<file path="config.mk">
export PLATFORM = sky130hd
export DESIGN_NAME = seg7_scan_driver
export DESIGN_NICKNAME = d
export VERILOG_FILES = /design/src/rtl/seg7_pkg.sv /design/src/rtl/seg7_font.sv /design/src/rtl/seg7_scan_driver.sv
export SDC_FILE = /design/constraint.sdc
export NUM_CORES = 1
export LEC_CHECK = 0
export CORE_MARGIN = 4
export CORE_UTILIZATION = 41
export DETAILED_ROUTE_END_ITERATION = 10
export SLEW_MARGIN = 0
export SYNTH_ARGS = -nofsm -noshare
export SYNTH_HDL_FRONTEND = slang
export SYNTH_SLANG_ARGS = --single-unit
export TNS_END_PERCENT = 10
</file>
<file path="constraint.sdc">
create_clock -name clk -period 2.5 [get_ports clk]
set_input_delay 0.75 -clock clk [delete_from_list [all_inputs] [get_ports clk]]
set_output_delay 0.75 -clock clk [all_outputs]
set_load 0.1 [all_outputs]
</file>
<file path="src/rtl/seg7_pkg.sv">
// Shared constants for the 7-segment scan driver: segment font, blank pattern
// and the leading-zero suppression mask helper.
package seg7_pkg;

    localparam int unsigned MAX_DIGITS = 8;
    localparam int unsigned SEG_W      = 7;

    localparam logic [SEG_W-1:0] SEG_OFF = 7'b1111111;

    // Active-low {a,b,c,d,e,f,g}, indexed by hex value
    localparam logic [SEG_W-1:0] FONT [16] = '{
        7'b0000001, 7'b1001111, 7'b0010010, 7'b0000110,
        7'b1001100, 7'b0100100, 7'b0100000, 7'b0001111,
        7'b0000000, 7'b0000100, 7'b0001000, 7'b1100000,
        7'b0110001, 7'b1000010, 7'b0110000, 7'b0111000
    };

    // Bit i set when digit i and every higher digit are zero; digit 0 never set
    function automatic logic [MAX_DIGITS-1:0] lz_mask(
        input logic [4*MAX_DIGITS-1:0] value,
        input int unsigned             digits
    );
        logic zero_above;
        zero_above = 1'b1;
        lz_mask    = '0;
        for (int unsigned i = MAX_DIGITS - 1; i >= 1; i--) begin
            if (i < digits) begin
                zero_above = zero_above && (value[4*i +: 4] == 4'h0);
                lz_mask[i] = zero_above;
            end
        end
    endfunction

endpackage

</file>
<file path="src/rtl/seg7_font.sv">
// Combinational hex nibble to active-low segment pattern lookup.
module seg7_font
    import seg7_pkg::*;
(
    input  logic [3:0]       nibble,
    output logic [SEG_W-1:0] seg_c
);

    assign seg_c = FONT[nibble];

endmodule

</file>
<file path="src/rtl/seg7_scan_driver.sv">
// Time-multiplexed common-anode 7-segment driver with frame-synchronous load,
// leading-zero suppression, per-digit decimal points and anti-ghost blanking.
module seg7_scan_driver
    import seg7_pkg::*;
#(
    parameter int unsigned DIGITS       = 4,
    parameter int unsigned CLK_DIV      = 1000,
    parameter int unsigned BLANK_CYCLES = 2
) (
    input  logic                  clk,
    input  logic                  rst_n,
    input  logic                  load,
    input  logic [4*DIGITS-1:0]   value,
    input  logic [DIGITS-1:0]     dp_in,
    input  logic                  blank_lz,
    output logic [SEG_W-1:0]      seg,
    output logic                  dp,
    output logic [DIGITS-1:0]     an,
    output logic                  pending
);

    localparam int unsigned PW = (CLK_DIV > 1) ? $clog2(CLK_DIV) : 1;
    localparam int unsigned IW = (DIGITS > 1) ? $clog2(DIGITS) : 1;
    localparam int unsigned VW = 4 * DIGITS;

    localparam logic [PW-1:0] PRESC_MAX = PW'(CLK_DIV - 1);
    localparam logic [IW-1:0] IDX_MAX   = IW'(DIGITS - 1);

    logic [PW-1:0]         presc;
    logic [IW-1:0]         idx;
    logic [VW-1:0]         staging;
    logic [DIGITS-1:0]     staging_dp;
    logic [VW-1:0]         shadow;
    logic [DIGITS-1:0]     shadow_dp;

    logic                  tick;
    logic                  frame_end;
    logic                  in_blank;
    logic [3:0]            nib_sel;
    logic                  dp_sel;
    logic                  lz_sel;
    logic [DIGITS-1:0]     an_sel;
    logic [MAX_DIGITS-1:0] lz_all;
    logic [SEG_W-1:0]      font_seg_c;
    logic [SEG_W-1:0]      seg_d;
    logic                  dp_d;
    logic [DIGITS-1:0]     an_d;

    assign tick      = (presc == PRESC_MAX);
    assign frame_end = tick && (idx == IDX_MAX);

    // Prescaler and digit index
    always_ff @(posedge clk or negedge rst_n) begin
        if (!rst_n) begin
            presc <= '0;
            idx   <= '0;
        end else if (tick) begin
            presc <= '0;
            idx   <= (idx == IDX_MAX) ? '0 : idx + IW'(1);
        end else begin
            presc <= presc + PW'(1);
        end
    end

    // Staging capture and frame-boundary commit; a load on the boundary bypasses staging
    always_ff @(posedge clk or negedge rst_n) begin
        if (!rst_n) begin
            staging    <= '0;
            staging_dp <= '0;
            shadow     <= '0;
            shadow_dp  <= '0;
            pending    <= 1'b0;
        end else begin
            if (load) begin
                staging    <= value;
                staging_dp <= dp_in;
            end
            if (frame_end) begin
                pending <= 1'b0;
                if (load) begin
                    shadow    <= value;
                    shadow_dp <= dp_in;
                end else if (pending) begin
                    shadow    <= staging;
                    shadow_dp <= staging_dp;
                end
            end else if (load) begin
                pending <= 1'b1;
            end
        end
    end

    assign lz_all = lz_mask((4*MAX_DIGITS)'(shadow), DIGITS);

    // Select the active digit's nibble, decimal point, suppression bit and anode
    always_comb begin
        nib_sel = 4'h0;
        dp_sel  = 1'b0;
        lz_sel  = 1'b0;
        an_sel  = '1;
        for (int unsigned i = 0; i < DIGITS; i++) begin
            if (idx == IW'(i)) begin
                nib_sel   = shadow[4*i +: 4];
                dp_sel    = shadow_dp[i];
                lz_sel    = lz_all[i];
                an_sel[i] = 1'b0;
            end
        end
    end

    seg7_font u_font (
        .nibble (nib_sel),
        .seg_c  (font_seg_c)
    );

    assign in_blank = (32'(presc) < BLANK_CYCLES);

    always_comb begin
        seg_d = SEG_OFF;
        dp_d  = 1'b1;
        an_d  = '1;
        if (!in_blank) begin
            seg_d = (blank_lz && lz_sel) ? SEG_OFF : font_seg_c;
            dp_d  = ~dp_sel;
            an_d  = an_sel;
        end
    end

    always_ff @(posedge clk or negedge rst_n) begin
        if (!rst_n) begin
            seg <= SEG_OFF;
            dp  <= 1'b1;
            an  <= '1;
        end else begin
            seg <= seg_d;
            dp  <= dp_d;
            an  <= an_d;
        end
    end

endmodule

</file>
==> flow_summary_export.csv <==
group,metric,value,unit
floorplan,initial_core_util,43.4,%
sta,max_slew_margin,67.4,%
floorplan,die_w,93.7,um
global_route,grt_max_degree,66,
logic_synthesis,synth_common_cells,"dfrtp_1, mux2_2, nand2_1, nor2_1, dfstp_2",
floorplan,dieArea,8780,um^2
run_status,outcome,"finished, final reports clean",
sta,whs,0.412,ns
cts,clk-insertion-delay-late,0.34,ns
logic_synthesis,yosys.area.top_type_share,44.1,%
pwr,power,2.17,mW
pwr,p_leak,1.60,nW
drt,drc,0,
critical_path,crit_fanout,12,
logic_synthesis,synthDistinctLibCells,47,
cts,hold_buffers,0,
cts,clock-sinks,65,
cts,postCtsSetupRepairBufs,0,
drt,wl_per_cell,14.6,um
global_route,grt_pass1_wl,9.74,mm
global_route,track_usage,14.4,%
critical_path,cp_slowest_cell,"ha_1",
placement,post_dp_cell_area,3510,um^2
sta,finalClockSkew,0.0140,ns
critical_path,path_cells,"ha_1 > nor2_4 > a221oi_2 > inv_1 > ha_1 > nor2_1 > a211o_1 > o311ai_1",
logic_synthesis,synth_ff_type,"dfrtp_1",
min_path,hold_class,"in -> async",
cts,cts_tree,"built",
pwr,swShare,20.0,%
pwr,p_int,1.74,mW
sta,finalSetupTns,0,ns
cts,clkTransAtPathRegs,0.07,ns
critical_path,critPathMaxStageDelay,0.48,ns
floorplan,die-height,93.7,um
floorplan,core_area,6940,um^2
placement,hpwl,3.95,mm
drt,num_vias,1951,
logic_synthesis,synth_area,3010,um^2
critical_path,end_kind,"flip-flop",
sta,fin_crit_sh,91.8,%
logic_synthesis,synthArstFlopShare,100,%
job,cap_violations,0,
floorplan,fp-row-count,30,
placement,place_ws,0.216,ns
critical_path,worstPathArrival,2.52,ns
drt,wl,5.64,mm
critical_path,criticalPathCategory,"reg -> reg",
placement,place_congestion,0.804,
floorplan,num_io_pins,37,
logic_synthesis,synth_area_leaders,"dfrtp_1, mux2_2, dfstp_2",
logic_synthesis,syn-num-nets,272,
critical_path,critPathRequiredTime,2.73,ns
pwr,power.density,583,nW/um^2
logic_synthesis,ys_warn_count,0,
finish,area_delta_synth_final,23.8,%
cts,h-tree-depth,3,
finish,antenna_cells,0,
pwr,ir_drop,0.283,mV
logic_synthesis,yosysMostFrequentCell,"dfrtp_1",
critical_path,critPathLaunchType,"flip-flop",
pwr,pwr-share-comb,5.3,%
pwr,power.share.clock,44.5,%
logic_synthesis,synth_edf_count,0,
global_route,grt_overflow,0,
logic_synthesis,synth.avg_cell_area,12.7,um^2
sta,finalHoldViolCount,0,
logic_synthesis,synth_area_leader_cell,"dfrtp_1",
cts,cts_buffers,9,
sta,grt_setup_unrepaired,"false",
placement,port-buffer-count,36,
sta,setup_viol,0,
drt,vias_per_cell,5.04,
finish,nNetsFinal,321,
drt,first_iter_violations,68,
pwr,pwr-share-seq,50.2,%
drt,drtAntennaViolNets,0,
finish,drive_gt1_share,34.4,%
pwr,p_switching,435,uW
drt,first_pass_iters,4,
sta,fmax,436,MHz
logic_synthesis,seq_area_frac_synth,54.5,%
finish,final_area,3730,um^2
critical_path,worst_path_most_repeated_cell,"ha_1",
sta,layout_setup_ws,0.206,ns
cts,clock-root-buffer,"clkbuf_8",
sta,worst_pin_slew,0.489,ns
logic_synthesis,synth.ff_latch_count,65,
logic_synthesis,syn_inst,237,
sta,min_period,2.29,ns
global_route,antenna_found_initial,0,
global_route,grt_pass1_vias,1997,
sta,drv_slew,0,
cts,cts_buffer_depth,2,
[power by group through the flow]
stage,Combinational (mW),Clock (mW),Sequential [mW]
5_1_grt,0.129,1.04,1.09
6_report,0.116,0.967,1.09
3_3_place_gp,0.117,0,1.11
3_5_place_dp,0.119,0,1.11
2_1_floorplan,0.0444,0,1.11
4_1_cts,0.119,0.992,1.09
[state kept, by name, summed over array words and instances, names as in the netlist, 2 cells and up]
name	flops
shadow	16
staging	16
presc	10
seg	7
an	4
shadow_dp	4
staging_dp	4
idx	2
[cells in the final DEF, fill, tap and decap left out, types with 3 or more instances in the layout]
| cell | Yosys | routed |
|---|---|---|
| nor4_1 | 4 | 4 |
| dfstp_2 | 12 | 12 |
| nor2b_1 | 4 | 4 |
| ha_1 | 11 | 10 |
| clkbuf_1 | 3 | 3 |
| xor2_1 | 3 | 3 |
| dfrtp_1 | 53 | 53 |
| inv_1 | 10 | 10 |
| nor3_1 | 3 | 3 |
| nor2_1 | 16 | 16 |
| buf_12 | 0 | 3 |
| o21ai_0 | 4 | 4 |
| nand3_1 | 4 | 4 |
| a21oi_1 | 6 | 6 |
| buf_4 | 1 | 21 |
| clkbuf_8 | 0 | 10 |
| nand2_1 | 17 | 17 |
| mux2_2 | 40 | 40 |
| clkdlybuf4s50_1 | 0 | 22 |
| o221ai_1 | 4 | 4 |
[metrics by stage]
stage               instances  util [%]
floorplan                 237         -
global placement          371      50.6
detailed placement        371      50.6
CTS                       387      53.6
global route              387      53.7
finish                    387      53.7
[final timing paths]
path,start,endpoint,slack [ns],cells past startpoint
setup reg to reg,idx[0],seg[5],0.21,8
min in group clk,presc[0],presc[0],0.48,1
hold reg to reg,presc[0],presc[0],0.48,1
setup / recovery,idx[0],seg[5],0.21,8
max in group asynchronous,rst_n,seg[1],1.77,2
hold / removal,rst_n,staging[15],0.41,2
[cell families after synthesis]
family	after synthesis	synth area share [%]
flip-flops	65	54.5
buffers and inverters	20	3.45
XOR/XNOR	5	1.45
AO/OA/AOI/OAI	33	9.10
adder cells (fa/ha/maj)	11	4.57
AND/OR/NAND/NOR	61	11.3
multiplexers	42	15.6
[per-layer routing]
layer	up-vias	global-route usage [%]	share of wire [%]
met3	7	4.49	4.6
met1	956	18.8	48
met4	0	5.78	1.3
met5	-	0	0
li1	943	-	-
met2	45	22.2	46
[final cells by class]
type | instances | area, um^2
tap | 96 | 120
timing repair buffer | 47 | 443
sequential | 65 | 1640
clock buffer | 13 | 149
fill | 598 | 3220
clock inverter | 3 | 65.1
inverter | 11 | 41.3
multi-input combinational | 152 | 1270
[worst max-delay path, delay by kind of cell (launching register included)]
kind	cells	cell delay [ns]
DFF	1	0.41
AOI/OAI and AO/OA	3	0.64
adders and majority gates	2	0.80
and+or+nand+nor	2	0.16
buffers and inverters	1	0.16
[repair_timing]
action	CTS	global route
endpoints found under the setup margin	0	1
hold endpoints to repair	0	0
gates resized for setup	0	1
(Power assumes the default switching activity.)
